**src/rtl/ov5640_pkg.sv**
```systemverilog
// Shared types and constants for the OV5640 register configuration path.
package ov5640_pkg;

    typedef enum logic [3:0] {
        ST_IDLE,
        ST_SETTLE,
        ST_FETCH,
        ST_WAIT_ACK,
        ST_DELAY,
        ST_NEXT,
        ST_RETRY,
        ST_DONE,
        ST_ERR
    } cfg_state_e;

    localparam logic [15:0] DELAY_ADDR = 16'hFFFF;
    localparam int unsigned CLK_PER_MS_DEF = 50_000;

    localparam int TBL_ADDR_MSB = 23;
    localparam int TBL_ADDR_LSB = 8;
    localparam int TBL_DATA_MSB = 7;
    localparam int TBL_DATA_LSB = 0;

    function automatic logic [23:0] tbl_word(
        input logic [15:0] addr,
        input logic [7:0]  data
    );
        return {addr, data};
    endfunction

endpackage

```
**src/rtl/ov5640_cfg_ctrl.sv**
```systemverilog
// OV5640 register configuration sequencer: table walk, SCCB req/ack, delays.
// Define OV5640_CFG_RETRY_EN to retry NACKed writes up to 3 times per entry.
module ov5640_cfg_ctrl #(
    parameter int unsigned TBL_DEPTH   = 252,
    parameter int unsigned CLK_PER_MS  = ov5640_pkg::CLK_PER_MS_DEF,
    parameter int unsigned SETTLE_MS   = 20,
    parameter int unsigned ACK_TIMEOUT = 100_000,
    parameter logic [15:0] DELAY_ADDR  = ov5640_pkg::DELAY_ADDR
) (
    input  logic        sclk,
    input  logic        s_rst_n,
    input  logic        power_done,
    output logic [7:0]  tbl_idx,
    input  logic [23:0] tbl_data,
    output logic        sccb_req,
    output logic [15:0] sccb_addr,
    output logic [7:0]  sccb_wdata,
    input  logic        sccb_ack,
    input  logic        sccb_nack,
    output logic        cfg_done,
    output logic        cfg_err,
    output logic        cfg_busy
);
    import ov5640_pkg::*;

    localparam int MSW = (CLK_PER_MS > 1) ? $clog2(CLK_PER_MS) : 1;
    localparam int TOW = (ACK_TIMEOUT > 1) ? $clog2(ACK_TIMEOUT) : 1;
    localparam logic [MSW-1:0] MS_LAST  = MSW'(CLK_PER_MS - 1);
    localparam logic [TOW-1:0] TO_LAST  = TOW'(ACK_TIMEOUT - 1);
    localparam logic [7:0]     IDX_LAST = 8'(TBL_DEPTH - 1);

    cfg_state_e     state_q;
    logic [7:0]     tbl_idx_q;
    logic           req_q;
    logic [15:0]    addr_q;
    logic [7:0]     wdata_q;
    logic           done_q;
    logic           err_q;
    logic [MSW-1:0] ms_cnt_q;
    logic [7:0]     dly_q;
    logic [TOW-1:0] to_q;
`ifdef OV5640_CFG_RETRY_EN
    logic [1:0]     retry_q;
`endif

    logic        busy_d;
    logic        ms_last_d;
    logic        cnt_done_d;
    logic        fetch_dly_d;
    logic [15:0] fetch_addr_d;
    logic [7:0]  fetch_data_d;
    cfg_state_e  cnt_tgt_d;

    assign busy_d = !(state_q inside {ST_IDLE, ST_DONE, ST_ERR});
    assign ms_last_d = (ms_cnt_q == MS_LAST);
    // dly_q holds whole ms still to wait; 0 means leave after one cycle
    assign cnt_done_d = (dly_q == 8'd0) || (ms_last_d && dly_q == 8'd1);
    assign fetch_addr_d = tbl_data[TBL_ADDR_MSB:TBL_ADDR_LSB];
    assign fetch_data_d = tbl_data[TBL_DATA_MSB:TBL_DATA_LSB];
    assign fetch_dly_d = (fetch_addr_d == DELAY_ADDR);
    assign cnt_tgt_d = (state_q == ST_DELAY) ? ST_NEXT : ST_FETCH;

    always_ff @(posedge sclk or negedge s_rst_n) begin
        if (!s_rst_n) begin
            state_q   <= ST_IDLE;
            tbl_idx_q <= '0;
            req_q     <= 1'b0;
            addr_q    <= '0;
            wdata_q   <= '0;
            done_q    <= 1'b0;
            err_q     <= 1'b0;
            ms_cnt_q  <= '0;
            dly_q     <= '0;
            to_q      <= '0;
`ifdef OV5640_CFG_RETRY_EN
            retry_q   <= '0;
`endif
        end else if (busy_d && !power_done) begin
            state_q   <= ST_IDLE;
            tbl_idx_q <= '0;
            req_q     <= 1'b0;
            ms_cnt_q  <= '0;
            dly_q     <= '0;
            to_q      <= '0;
`ifdef OV5640_CFG_RETRY_EN
            retry_q   <= '0;
`endif
        end else begin
            case (state_q)
                ST_IDLE: begin
                    if (power_done) begin
                        state_q  <= ST_SETTLE;
                        ms_cnt_q <= '0;
                        dly_q    <= 8'(SETTLE_MS);
                    end
                end
`ifdef OV5640_CFG_RETRY_EN
                ST_SETTLE, ST_DELAY, ST_RETRY: begin
`else
                ST_SETTLE, ST_DELAY: begin
`endif
                    if (cnt_done_d) begin
                        state_q  <= cnt_tgt_d;
                        ms_cnt_q <= '0;
                    end else if (ms_last_d) begin
                        ms_cnt_q <= '0;
                        dly_q    <= dly_q - 8'd1;
                    end else begin
                        ms_cnt_q <= ms_cnt_q + MSW'(1);
                    end
                end
                ST_FETCH: begin
                    to_q <= '0;
                    if (fetch_dly_d) begin
                        dly_q    <= fetch_data_d;
                        ms_cnt_q <= '0;
                        state_q  <= ST_DELAY;
                    end else begin
                        addr_q  <= fetch_addr_d;
                        wdata_q <= fetch_data_d;
                        req_q   <= 1'b1;
                        state_q <= ST_WAIT_ACK;
                    end
                end
                ST_WAIT_ACK: begin
                    if (sccb_ack) begin
                        req_q <= 1'b0;
                        if (!sccb_nack) begin
                            state_q <= ST_NEXT;
`ifdef OV5640_CFG_RETRY_EN
                        end else if (retry_q != 2'd3) begin
                            retry_q  <= retry_q + 2'd1;
                            dly_q    <= 8'd1;
                            ms_cnt_q <= '0;
                            state_q  <= ST_RETRY;
`endif
                        end else begin
                            err_q   <= 1'b1;
                            state_q <= ST_ERR;
                        end
                    end else if (to_q == TO_LAST) begin
                        req_q   <= 1'b0;
                        err_q   <= 1'b1;
                        state_q <= ST_ERR;
                    end else begin
                        to_q <= to_q + TOW'(1);
                    end
                end
                ST_NEXT: begin
`ifdef OV5640_CFG_RETRY_EN
                    retry_q <= '0;
`endif
                    if (tbl_idx_q == IDX_LAST) begin
                        done_q  <= 1'b1;
                        state_q <= ST_DONE;
                    end else begin
                        tbl_idx_q <= tbl_idx_q + 8'd1;
                        state_q   <= ST_FETCH;
                    end
                end
                ST_DONE, ST_ERR: begin
                    req_q <= 1'b0;
                end
                default: begin
                    req_q   <= 1'b0;
                    state_q <= ST_IDLE;
                end
            endcase
        end
    end

    assign tbl_idx    = tbl_idx_q;
    assign sccb_req   = req_q;
    assign sccb_addr  = addr_q;
    assign sccb_wdata = wdata_q;
    assign cfg_done   = done_q;
    assign cfg_err    = err_q;
    assign cfg_busy   = busy_d;

endmodule

```
**config.mk**
```make
export PLATFORM = sky130hd
export DESIGN_NAME = ov5640_cfg_ctrl
export DESIGN_NICKNAME = d
export VERILOG_FILES = /design/src/rtl/ov5640_pkg.sv /design/src/rtl/ov5640_cfg_ctrl.sv
export SDC_FILE = /design/constraint.sdc
export NUM_CORES = 1
export LEC_CHECK = 0
export ABC_AREA = 1
export BUFFER_PORTS_ARGS = -buffer_cell sky130_fd_sc_hd__buf_2
export CELL_PAD_IN_SITES_DETAIL_PLACEMENT = 1
export CELL_PAD_IN_SITES_GLOBAL_PLACEMENT = 1
export CORE_UTILIZATION = 45
export CTS_CLUSTER_DIAMETER = 150
export DETAILED_ROUTE_END_ITERATION = 10
export PLACE_DENSITY_LB_ADDON = 0.1
export SKIP_CTS_REPAIR_TIMING = 1
export SYNTH_ARGS = -nofsm -noshare
export SYNTH_HDL_FRONTEND = slang
export SYNTH_SLANG_ARGS = --single-unit
```
**constraint.sdc**
```tcl
create_clock -name sclk -period 5.3 [get_ports sclk]
set_clock_uncertainty 0.15 [all_clocks]
set_input_delay 1.06 -clock sclk [delete_from_list [all_inputs] [get_ports sclk]]
set_output_delay 1.06 -clock sclk [all_outputs]
set_load 0.1 [all_outputs]
```
==> metrics.md, run 1 <==
| Metric | Value |
|---|---|
| Switching power | 281 uW |
| Internal | 998 uW |
| Family with the most delay on the worst path | buffers and inverters |
| Initial drt markers | 134 |
| Minimum clock period after layout | 2960 ps |
| Count of pins over their slew limit | 0 |
| Number of core rows | 37 |
| Reg clk slew, reported paths | 80 ps |
| Post-synth EDFFs | 0 |
| # port buffers | 64 |
| Effective utilization at floorplan | between 40% and 50% |
| Critical path capture point type | output port |
| Number of global-route vias before repair | 4,724 |
| Largest cells by area after synthesis | sky130_fd_sc_hd__dfrtp_1 (42%), sky130_fd_sc_hd__nand2_1 (17%), sky130_fd_sc_hd__nor2_1 (5.9%) |
| Clock network latency to the later pin of the worst-skew pair | 370 ps |
| Cells traversed along the worst timing path | nand2_2, inv_1, nand2_2, nand3_4, inv_1, buf_2 |
| Routability congestion estimate from global placement | 0.827 |
| Power per cell area | 234 mW/mm^2 |
| Area growth, synth to finish | 13.8% |
| Worst Hold Class | reg2reg |
| Data required time at the worst endpoint | between 4000 and 5000 ps |
| Antenna violations before repair | 0 |
| Arrival time worst endpoint | 1750 ps |
| Post-synthesis async set-or-reset flop share | 100% |
| Clk sinks | 80 |
| Syn_nets | 686 |
| Via count | 4,498 |
| Share of Yosys cell area claimed by the top area cell type | 41.7% |
| Clock root buffer | sky130_fd_sc_hd__clkbuf_8 |
| Number of max-cap violations | 0 |
| H-Tree Level Count | 3 |
| CTS Buf Count | 9 |
| Master of the slowest instance on the critical path | sky130_fd_sc_hd__dfrtp_1 |
| Outcome | complete, no violations |
| Maximum resistive drop on vdd | roughly 0.13 mV |
| Nets | between 700 and 800 |
| Unrepaired setup endpoints after global routing | no |
| Share of the cycle needed by the critical path after routing | 55.9% |
| DP Area | 0.00519 mm^2 |
| Final HPWL from detailed placement | ~9500 um |
| TritonCTS clock tree | done |
| Hold path depth | 2 |
| Die extent in y | 105 um |
| Initial DRT Pass Iterations | 4 |
| Transition time of the tightest slew-check pin | between 500 and 600 ps |
| Critical path start-end classification | reg2out |
| Number of stages on the worst setup path | 6 |
| I/O pin count | 65 |
| Number of filler instances in the final layout | 1,360 |
| Drt total wl | 12,900 um |
| Leakage power of the design | 0.00284 uW |
| Leading register cell type out of synthesis | sky130_fd_sc_hd__dfrtp_1 |
| Post-Syn Area | 0.00480 mm^2 |
| Maximum number of pins on one net before global-route repair | 42 |
| Number of failing hold endpoints at the final stage | 0 |
| Achievable frequency | about 340 MHz |
| Total gr overflow | 0 |
| Most frequent cell after synthesis | sky130_fd_sc_hd__nand2_1 |
| Post-Synthesis Cells | 652 |
| Distinct cell type count after synthesis | 33 |
| Worst slew margin relative to its limit | 62.3% |
| Maximum clock path buffer count | 2 |
| Die W | 105 um |
| Post-route cell area | about 0.0055 mm^2 |
| Worst Setup Slack, final | 2340 ps |
| Core area | 0.0103 mm^2 |
| Share of final-layout standard cells stronger than drive strength 1 | 16.8% |
| Global Route Usage Sum | approximately a quarter |
| First-pass GRT wire length | 22,500 um |
| Remaining DRCs | 0 |
| Number of warnings reported in the yosys synthesis log | 0 |
| Flop and latch count out of synthesis | 80 |
| Largest stage delay, worst path | 480 ps |
| Avg WL per Cell | 15.1 um |
| Number of failing setup endpoints in the final timing report | 0 |
| Count of nets left with antenna violations after detail routing | 0 |
| Type of origin of the critical path | flip-flop |
| Post-synth top cells | sky130_fd_sc_hd__nand2_1 (223), sky130_fd_sc_hd__dfrtp_1 (80), sky130_fd_sc_hd__nor2_1 (75), sky130_fd_sc_hd__inv_1 (69), sky130_fd_sc_hd__nand3_1 (48) |
| Part of the total power dissipated in the clock network | 48.0% |
| Sum Neg Setup Slack | 0 ps |
| Count of buffering cells on the critical path with inverters included | 3 |
| Part of the total power dissipated in sequential elements | 48.2% |
| Depth of the worst register-to-register path | 8 |
| Synth area leader | sky130_fd_sc_hd__dfrtp_1 |
| Largest fanout of any net on the critical path | 7 |
| Mean post-synth cell area | ~7.4 um^2 |
| Relative contribution of combinational cells to total power | 3.9% |
| Place WS | between 2000 and 2500 ps |
| Number of diodes added for antenna fixing | 0 |
| Share of the yosys chip area belonging to registers | 41.7% |
| Switch share | a little over a fifth |
| Vias per inst | 5.25 |
| Die area | 0.0111 mm^2 |
-- layout make-up --
cell class,instances,area [um^2],area share [%]
multi-input combinational,488,2420,44.3
sequential,80,2000,36.7
timing repair buffer,65,330,6.05
inverter,72,270,4.95
tap,136,170,3.12
clock buffer,10,138,2.52
clock inverter,6,130,2.38
-- tightest hold or removal path, cell delays in order, from the launching register on --
cell and delay (ps):
sky130_fd_sc_hd__dfrtp_1 350, sky130_fd_sc_hd__nand2_1 50, sky130_fd_sc_hd__nand2_1 40
-- path summary, 6_finish.rpt --
| path | slack [ps] | to | start |
|---|---|---|---|
| max | 2340 | cfg_busy | state_q[1] |
| min | 320 | sccb_addr[13] | sccb_addr[13] |
| max reg2reg | 2820 | ms_cnt_q[7] | state_q[1] |
| min reg2reg | 320 | sccb_addr[13] | sccb_addr[13] |
| max in group asynchronous | 3570 | ms_cnt_q[15] | s_rst_n |
| min in group asynchronous | 500 | to_q[13] | s_rst_n |
-- layer usage --
metal  track usage [%]  routed length (um)  up-vias
met1              31.2                5860     2203
met4              11.1                 306        0
met2              43.8                6320       76
met3              4.45                 458       22
li1                  -                   -     2197
met5                 0                   0        -
-- cells by family (layout without fill, tap and decap cells) --
family | Yosys count | in the layout | synth area share (%)
AOI/OAI and AO/OA | 65 | 65 | 7.98
xor gates and xnor gates | 16 | 16 | 2.92
adders and majority gates | 5 | 5 | 1.30
buffers and inverters | 84 | 153 | 7.83
DFF | 80 | 80 | 41.7
and+or+nand+nor | 402 | 402 | 38.2
-- power by group through the flow --
stage	registers [uW]	logic, uW	clock network, uW
final	616	49.4	614
after floorplan	636	10.1	0
after CTS	616	50.9	623
after global placement	628	49.0	0
after global routing	617	55.9	643
after detailed placement	628	50.8	0
-- flip-flops by register name (all words and copies together), names as in the netlist --
signal	count
sccb_addr	16
to_q	17
sccb_req	1
ms_cnt_q	16
tbl_idx	8
cfg_done	1
dly_q	8
sccb_wdata	8
state_q	4
cfg_err	1
-- through the flow --
| step | util [%] | hold slack, ps | power (uW) | instances |
|---|---|---|---|---|
| floorplan | - | 292 | 646 | 652 |
| global placement | 50.3 | 291 | 677 | 841 |
| detailed placement | 50.3 | 304 | 679 | 841 |
| CTS | 52.9 | 325 | 1290 | 857 |
| global route | 52.9 | 355 | 1320 | 857 |
| finish | 52.9 | 318 | 1280 | 857 |
-- layout by cell type (no fill, tap or decap), types with 3 or more instances in the layout --
cell type / instances
sky130_fd_sc_hd__nor2_2: 3
sky130_fd_sc_hd__o21ai_0: 33
sky130_fd_sc_hd__dfrtp_1: 80
sky130_fd_sc_hd__nand2_1: 223
sky130_fd_sc_hd__inv_2: 3
sky130_fd_sc_hd__nor2_1: 75
sky130_fd_sc_hd__bufinv_16: 4
sky130_fd_sc_hd__nor2_8: 3
sky130_fd_sc_hd__nand4_1: 19
sky130_fd_sc_hd__clkbuf_8: 10
sky130_fd_sc_hd__o21ai_2: 10
sky130_fd_sc_hd__nor3_1: 7
sky130_fd_sc_hd__inv_1: 69
sky130_fd_sc_hd__buf_2: 63
sky130_fd_sc_hd__a21oi_1: 16
sky130_fd_sc_hd__nand2_2: 6
sky130_fd_sc_hd__nand3_1: 48
sky130_fd_sc_hd__nand2_4: 6
sky130_fd_sc_hd__nand3_2: 3
sky130_fd_sc_hd__xnor2_1: 5
sky130_fd_sc_hd__ha_1: 5
sky130_fd_sc_hd__xor2_1: 11
Power figures use the tool's default switching activity.
==> inputs of run 2 (changes only) <==
CORE_UTILIZATION = 42   (was 45)
clock period = 2.75 ns   (was 5.3 ns; I/O delays follow)
==> run 2 against run 1 <==
Effect of this change:
- wire length is 0.61% lower
- clock power is 110% higher
- die area is 7.0% higher
- critical endpoint unchanged
- highest routed layer unchanged
==> metrics.md, run 2 (synthesis results as in run 1) <==
| Metric | Value |
|---|---|
| Outcome | complete, no violations (unchanged) |
| Number of failing setup endpoints in the final timing report | 0 (unchanged) |
| H-Tree Level Count | 3 (unchanged) |
| Maximum clock path buffer count | 2 (unchanged) |
| Cells traversed along the worst timing path | nand2_2, inv_1, nand2_2, nand3_4, inv_1, buf_2 (unchanged) |
| Master of the slowest instance on the critical path | sky130_fd_sc_hd__dfrtp_1 (unchanged) |
| Unrepaired setup endpoints after global routing | no (unchanged) |
| Clock root buffer | sky130_fd_sc_hd__clkbuf_16 (was sky130_fd_sc_hd__clkbuf_8) |
| CTS Buf Count | 9 (unchanged) |
| Maximum resistive drop on vdd | 0.352 mV (was 0.135 mV) |
| Number of filler instances in the final layout | 1,437 (was 1,360) |
| Total gr overflow | 0 (unchanged) |
| Number of core rows | 38 (was 37) |
| Avg WL per Cell | 14.9 um (was 15.1 um) |
| DRT met1 WL | 6240 um (was 5860 um) |
| Arrival time worst endpoint | 1770 ps (was 1750 ps) |
| Hold WS | 7.47 ps (was 318 ps) |
| Highest metal layer with signal wires | met4 (unchanged) |
| Clk sinks | 80 (unchanged) |
| Largest fanout of any net on the critical path | 7 (unchanged) |
| Largest stage delay, worst path | 460 ps (was 480 ps) |
| Die area | 0.0119 mm^2 (was 0.0111 mm^2) |
| Final HPWL from detailed placement | 9410 um (was 9530 um) |
| Critical path start-end classification | reg2out (unchanged) |
| Power per cell area | 468 mW/mm^2 (was 234 mW/mm^2) |
| Leakage power of the design | 0.00287 uW (was 0.00284 uW) |
| Sum Neg Setup Slack | 0 ps (unchanged) |
| # port buffers | 64 (unchanged) |
| Routability congestion estimate from global placement | 0.823 (was 0.827) |
| Met2 wire length | 6030 um (was 6320 um) |
| Die extent in y | 109 um (was 105 um) |
| TritonCTS clock tree | done (unchanged) |
| Worst Setup SP | state_q[1] (unchanged) |
| First-pass GRT wire length | 22,100 um (was 22,500 um) |
| Maximum number of pins on one net before global-route repair | 48 (was 42) |
| Initial drt markers | 204 (was 134) |
| Area used by multi-input combinational logic | 0.00242 mm^2 (unchanged) |
| Number of diodes added for antenna fixing | 0 (unchanged) |
| Via count | 4,452 (was 4,498) |
| Die W | 109 um (was 105 um) |
| Area growth, synth to finish | 15.5% (was 13.8%) |
| Number of flip-flops under the largest register name | 17 (unchanged) |
| Core area | 0.0110 mm^2 (was 0.0103 mm^2) |
| Type of origin of the critical path | flip-flop (unchanged) |
| Nets | 752 (was 750) |
| Reg-to-Reg Start | state_q[1] (unchanged) |
| Critical path capture point type | output port (unchanged) |
| Clock network latency to the later pin of the worst-skew pair | 350 ps (was 370 ps) |
| Most frequent cells in the layout | sky130_fd_sc_hd__nand2_1 (223), sky130_fd_sc_hd__dfrtp_1 (80), sky130_fd_sc_hd__nor2_1 (75) (unchanged) |
| WL met3 | 382 um (was 458 um) |
| Most frequent standard cell in the layout excluding fill and tap cells | sky130_fd_sc_hd__nand2_1 (unchanged) |
| Place WS | 271 ps (was 2280 ps) |
| Minimum clock period after layout | 2470 ps |
| Count of nets left with antenna violations after detail routing | 0 (unchanged) |
| Count of pins over their slew limit | 0 (unchanged) |
| Data required time at the worst endpoint | 2050 ps (was 4090 ps) |
| I/O pin count | 65 (unchanged) |
| Share of final-layout standard cells stronger than drive strength 1 | 16.6% (was 16.8%) |
| Worst Setup Slack, final | 285 ps (was 2340 ps) |
| Effective utilization at floorplan | 43.7% (was 46.5%) |
| Share of the cycle needed by the critical path after routing | between 80% and 90% |
| Number of max-cap violations | 0 (unchanged) |
| Antenna violations before repair | 0 (unchanged) |
| Total design power | 2590 uW (was 1280 uW) |
| Achievable frequency | 406 MHz |
| Worst Hold Class | in2async (was reg2reg) |
| Remaining DRCs | 0 (unchanged) |
| Sequential Area | 0.00200 mm^2 (unchanged) |
| Worst slew margin relative to its limit | 60.8% (was 62.3%) |
| Reg clk slew, reported paths | 60 ps (was 80 ps) |
| Drt total wl | 12,900 um (about the same) |
| Transition time of the tightest slew-check pin | 586 ps (was 564 ps) |
| Vias per inst | 5.16 (was 5.25) |
| Global Route Usage Sum | 24.0% (was 25.4%) |
| Number of global-route vias before repair | 4,547 (was 4,724) |
| Top reg by flops | to_q (unchanged) |
| Number of failing hold endpoints at the final stage | 0 (unchanged) |
| Initial DRT Pass Iterations | 4 (unchanged) |
[run 2: changes by cell type in the layout (fill, tap and decap cells not counted), sizes merged]
cell | previous run | this run
clkbuf | 10 | 13
buf | 65 | 67
bufinv | 4 | 2
clkinv | 2 | 1
[run 2: per-layer routing]
layer	up-vias	track usage [%]
li1	2198	-
met1	2166	31.3
met2	72	40.0
met3	16	3.59
met4	0	8.98
met5	-	0
[run 2: per-stage QoR]
step / instances / utilization [%] / area [um^2]
finish: 863 / 50.4 / 5540
floorplan: 652 / - / 4800
detailed placement: 847 / 47.6 / 5220
CTS: 863 / 50.4 / 5540
global placement: 847 / 47.6 / 5220
global route: 863 / 50.4 / 5540
[run 2: area by class of cell]
| type | count | area share [%] |
|---|---|---|
| Timing Repair Buffer | 67 | 6.46 |
| Clock inverter | 3 | 1.17 |
| Clock buffer | 13 | 4.52 |
| Sequential cell | 80 | 36.1 |
| Inverter | 72 | 4.88 |
| Multi-Input combinational cell | 488 | 43.7 |
| Tap cell | 140 | 3.16 |
[run 2: final timing paths]
| kind | endpoint | slack [ps] | cells after the start |
|---|---|---|---|
| worst max-delay path | cfg_busy | 280 | 6 |
| worst min-delay path | to_q[11] | 7 | 1 |
| worst max register to register | ms_cnt_q[0] | 360 | 8 |
| worst min register to register | sccb_addr[4] | 320 | 2 |
| max in group asynchronous | dly_q[5] | 1810 | 2 |
| min in group sclk | sccb_addr[6] | 270 | 3 |
[run 2: worst max-delay path, delay by kind of cell, from the launching register on]
kind / cells / cell delay [ps]
buf+inv: 3 / 600
flops: 1 / 460
simple gates: 3 / 350
[run 2: power breakdown]
| part | internal (uW) | switching [uW] | total [uW] |
|---|---|---|---|
| registers | 1180 | 6.65 | 1190 |
| clock network | 820 | 487 | 1310 |
| logic | 27.6 | 70.5 | 98.1 |
==> inputs of run 3 (changes only) <==
ABC_AREA = not set   (was 1)
CORE_UTILIZATION = 44   (was 42)
==> run 3 against run 2 <==
Effect of this change:
- the flow now finishes with violations (hold timing)
- register-to-register slack got worse by 70 ps
- core utilization rose by 3.2 points
- sequential share of layout area is 4.1 points higher
- first-iteration DRC count down 39%
- critical endpoint unchanged
==> metrics.md, run 3 <==
| Metric | Value |
|---|---|
| Number of diodes added for antenna fixing | 0 (unchanged) |
| I/O pin count | 65 (unchanged) |
| Outcome | complete, but fails checks (was complete, no violations) |
| Critical path start-end classification | reg2out (unchanged) |
| Die area | 0.0100 mm^2 (was 0.0119 mm^2) |
| Clock root buffer | sky130_fd_sc_hd__clkbuf_8 (was sky130_fd_sc_hd__clkbuf_16) |
| Core area | 0.00928 mm^2 (was 0.0110 mm^2) |
| Power per cell area | 1150 mW/mm^2 (was 468 mW/mm^2) |
| Data required time at the worst endpoint | 2050 ps (about the same) |
| TritonCTS clock tree | done (unchanged) |
| Die extent in y | 100 um (was 109 um) |
| Sum Neg Setup Slack | 0 ps (unchanged) |
| Share of the yosys chip area belonging to registers | 47.3% (was 41.7%) |
| Avg WL per Cell | 17.2 um (was 14.9 um) |
| Effective utilization at floorplan | 45.6% (was 43.7%) |
| Number of max-cap violations | 0 (unchanged) |
| Maximum resistive drop on vdd | 0.979 mV (was 0.352 mV) |
| Clk sinks | 80 (unchanged) |
| Most frequent standard cell in the layout excluding fill and tap cells | sky130_fd_sc_hd__dfrtp_1 (was sky130_fd_sc_hd__nand2_1) |
| Routability congestion estimate from global placement | 0.770 (was 0.823) |
| Area growth, synth to finish | 17.6% (was 15.5%) |
| Drt total wl | 11,000 um (was 12,900 um) |
| Reg clk slew, reported paths | 90 ps (was 60 ps) |
| Place WS | 254 ps (was 271 ps) |
| Top reg by flops | to_q (unchanged) |
| Critical path capture point type | output port (unchanged) |
| Post-synthesis async set-or-reset flop share | 100% (unchanged) |
| Number of filler instances in the final layout | 1,096 (was 1,437) |
| Share of final-layout standard cells stronger than drive strength 1 | 25.9% (was 16.6%) |
| Post-Synthesis Cells | 428 (was 652) |
| Total gr overflow | 0 (unchanged) |
| Share of the cycle needed by the critical path after routing | 89.8% (was 89.6%) |
| Number of flip-flops under the largest register name | 17 (unchanged) |
| Maximum clock path buffer count | 2 (unchanged) |
| Number of failing hold endpoints at the final stage | 2 (was 0) |
| Largest cells by area after synthesis | sky130_fd_sc_hd__dfrtp_1 (47%), sky130_fd_sc_hd__mux2_2 (6.4%), sky130_fd_sc_hd__nand2_1 (3.5%) (was sky130_fd_sc_hd__dfrtp_1 (42%), sky130_fd_sc_hd__nand2_1 (17%), sky130_fd_sc_hd__nor2_1 (5.9%)) |
| Count of pins over their slew limit | 0 (unchanged) |
| Nets | 539 (was 752) |
| CTS Buf Count | 9 (unchanged) |
| # port buffers | 64 (unchanged) |
| Worst Setup Slack, final | 281 ps (was 285 ps) |
| Unrepaired setup endpoints after global routing | no (unchanged) |
| Cell count after placement | 623 (was 847) |
| Worst Hold Class | in2async (unchanged) |
| Worst slew margin relative to its limit | 63.4% (was 60.8%) |
| Share of Yosys cell area claimed by the top area cell type | 47.3% (was 41.7%) |
| Leakage power of the design | 0.00231 uW (was 0.00287 uW) |
| Flop and latch count out of synthesis | 80 (unchanged) |
| Largest fanout of any net on the critical path | 13 (was 7) |
| End of the worst register-to-register path | ms_cnt_q[2] (was ms_cnt_q[0]) |
| Violated checks | hold timing |
| Hold WS | -11.3 ps (was 7.47 ps) |
| Number of global-route vias before repair | 3,811 (was 4,547) |
| Worst reg-to-reg setup slack | 290 ps (was 360 ps) |
| Post-Syn Area | 0.00423 mm^2 (was 0.00480 mm^2) |
| Reg-to-Reg Start | state_q[1] (unchanged) |
| Global Route Usage Sum | 24.0% (about the same) |
| Transition time of the tightest slew-check pin | 543 ps (was 586 ps) |
| Distinct cell type count after synthesis | 56 (was 33) |
| Leading register cell type out of synthesis | sky130_fd_sc_hd__dfrtp_1 (unchanged) |
| Type of origin of the critical path | flip-flop (unchanged) |
| Number of failing setup endpoints in the final timing report | 0 (unchanged) |
| Die W | 100 um (was 109 um) |
| Core occupancy in the finished layout | 53.6% (was 50.4%) |
| Most frequent cell after synthesis | sky130_fd_sc_hd__dfrtp_1 (was sky130_fd_sc_hd__nand2_1) |
| Initial drt markers | 124 (was 204) |
| Worst Setup SP | state_q[1] (unchanged) |
| H-Tree Level Count | 3 (unchanged) |
| Synth area leader | sky130_fd_sc_hd__dfrtp_1 (unchanged) |
| Clock network latency to the later pin of the worst-skew pair | 360 ps (was 350 ps) |
| First-pass GRT wire length | 18,900 um (was 22,100 um) |
| Number of warnings reported in the yosys synthesis log | 0 (unchanged) |
| Minimum clock period after layout | 2470 ps (about the same) |
| Depth of the worst register-to-register path | 6 (was 8) |
| Arrival time worst endpoint | 1770 ps (about the same) |
| Count of nets left with antenna violations after detail routing | 0 (unchanged) |
| Post-synth top cells | sky130_fd_sc_hd__dfrtp_1 (80), sky130_fd_sc_hd__nand2_1 (39), sky130_fd_sc_hd__nor2_1 (37), sky130_fd_sc_hd__o21ai_0 (25), sky130_fd_sc_hd__mux2_2 (24) (was sky130_fd_sc_hd__nand2_1 (223), sky130_fd_sc_hd__dfrtp_1 (80), sky130_fd_sc_hd__nor2_1 (75), sky130_fd_sc_hd__inv_1 (69), sky130_fd_sc_hd__nand3_1 (48)) |
| Vias per inst | 5.70 (was 5.16) |
| Mean post-synth cell area | 9.88 um^2 (was 7.36 um^2) |
| Number of core rows | 35 (was 38) |
| Initial DRT Pass Iterations | 4 (unchanged) |
| Remaining DRCs | 0 (unchanged) |
| Most frequent cells in the layout | sky130_fd_sc_hd__dfrtp_1 (80), sky130_fd_sc_hd__buf_2 (63), sky130_fd_sc_hd__nand2_1 (39) (was sky130_fd_sc_hd__nand2_1 (223), sky130_fd_sc_hd__dfrtp_1 (80), sky130_fd_sc_hd__nor2_1 (75)) |
| Post-synth EDFFs | 0 (unchanged) |
| Achievable frequency | 405 MHz (was 406 MHz) |
| Syn_nets | 462 (was 686) |
| Via count | 3,640 (was 4,452) |
| Maximum number of pins on one net before global-route repair | 47 (was 48) |
| Non-filler cells in the finished layout | 639 (was 863) |
| Antenna violations before repair | 0 (unchanged) |
| Final HPWL from detailed placement | 8090 um (was 9410 um) |
run 3: cell types whose count changed after synthesis, moves of 13 or more:
cell,before,now
sky130_fd_sc_hd__and3_1,1,14
sky130_fd_sc_hd__inv_1,69,10
sky130_fd_sc_hd__mux2_2,0,24
sky130_fd_sc_hd__nand2_1,223,39
sky130_fd_sc_hd__nand3_1,48,17
sky130_fd_sc_hd__nor2_1,75,37
run 3: worst max path at each step:
stage             endpoint  cells past startpoint
6_report          cfg_busy                      3
5_1_grt           dly_q[6]                      6
4_1_cts        ms_cnt_q[6]                      6
3_5_place_dp   ms_cnt_q[4]                      7
3_3_place_gp      dly_q[6]                      7
2_1_floorplan     cfg_busy                      2
run 3: kinds of logic after synthesis:
group,Yosys count,share of synthesized area [%]
flip-flops,80,47.3
adder cells (fa/ha/maj),5,1.48
AND/OR/NAND/NOR,175,22.8
buffers and inverters,28,3.05
XOR/XNOR,17,3.52
multiplexers,26,6.86
AO/OA/AOI/OAI,97,15.0
run 3: worst max-delay path: stages (launching register included):
cell and delay [ps]:
sky130_fd_sc_hd__dfrtp_1 540, sky130_fd_sc_hd__and4b_1 320, sky130_fd_sc_hd__nor2_1 120, sky130_fd_sc_hd__buf_2 440
run 3: final cells by class:
class / count / area [um^2] / share of cell area (%)
Clock buffer: 11 / 131 / 2.64
Multi-Input combinational cell: 320 / 2100 / 42.2
Clock inverter: 5 / 57.6 / 1.16
Timing Repair Buffer: 84 / 485 / 9.76
Sequential cell: 80 / 2000 / 40.2
Tap cell: 129 / 161 / 3.24
Inverter: 10 / 37.5 / 0.755
run 3: per-stage QoR:
stage	instance area (um^2)	total power (uW)
floorplan	4230	4170
global placement	4790	4790
detailed placement	4790	4870
CTS	4970	5740
global route	4970	5990
finish	4970	5700
run 3: where the power goes:
part / internal, uW / leakage [uW] / switching [uW] / total, uW
sequential: 1450 / 0.00105 / 216 / 1660
clock: 419 / 0.0000856 / 437 / 856
combinational: 778 / 0.00117 / 2400 / 3180
total: 2640 / 0.00231 / 3060 / 5700
run 3: routing by layer:
layer  part of all wire, %  wire length (um)  up-vias  global-route usage, %
li1                      -                 -     1730                      -
met1                    48              5290     1821                   32.0
met2                    47              5200       84                   39.8
met3                   4.3               473        5                   5.08
met4                  0.57                63        0                   6.02
met5                     0                 0        -                      0
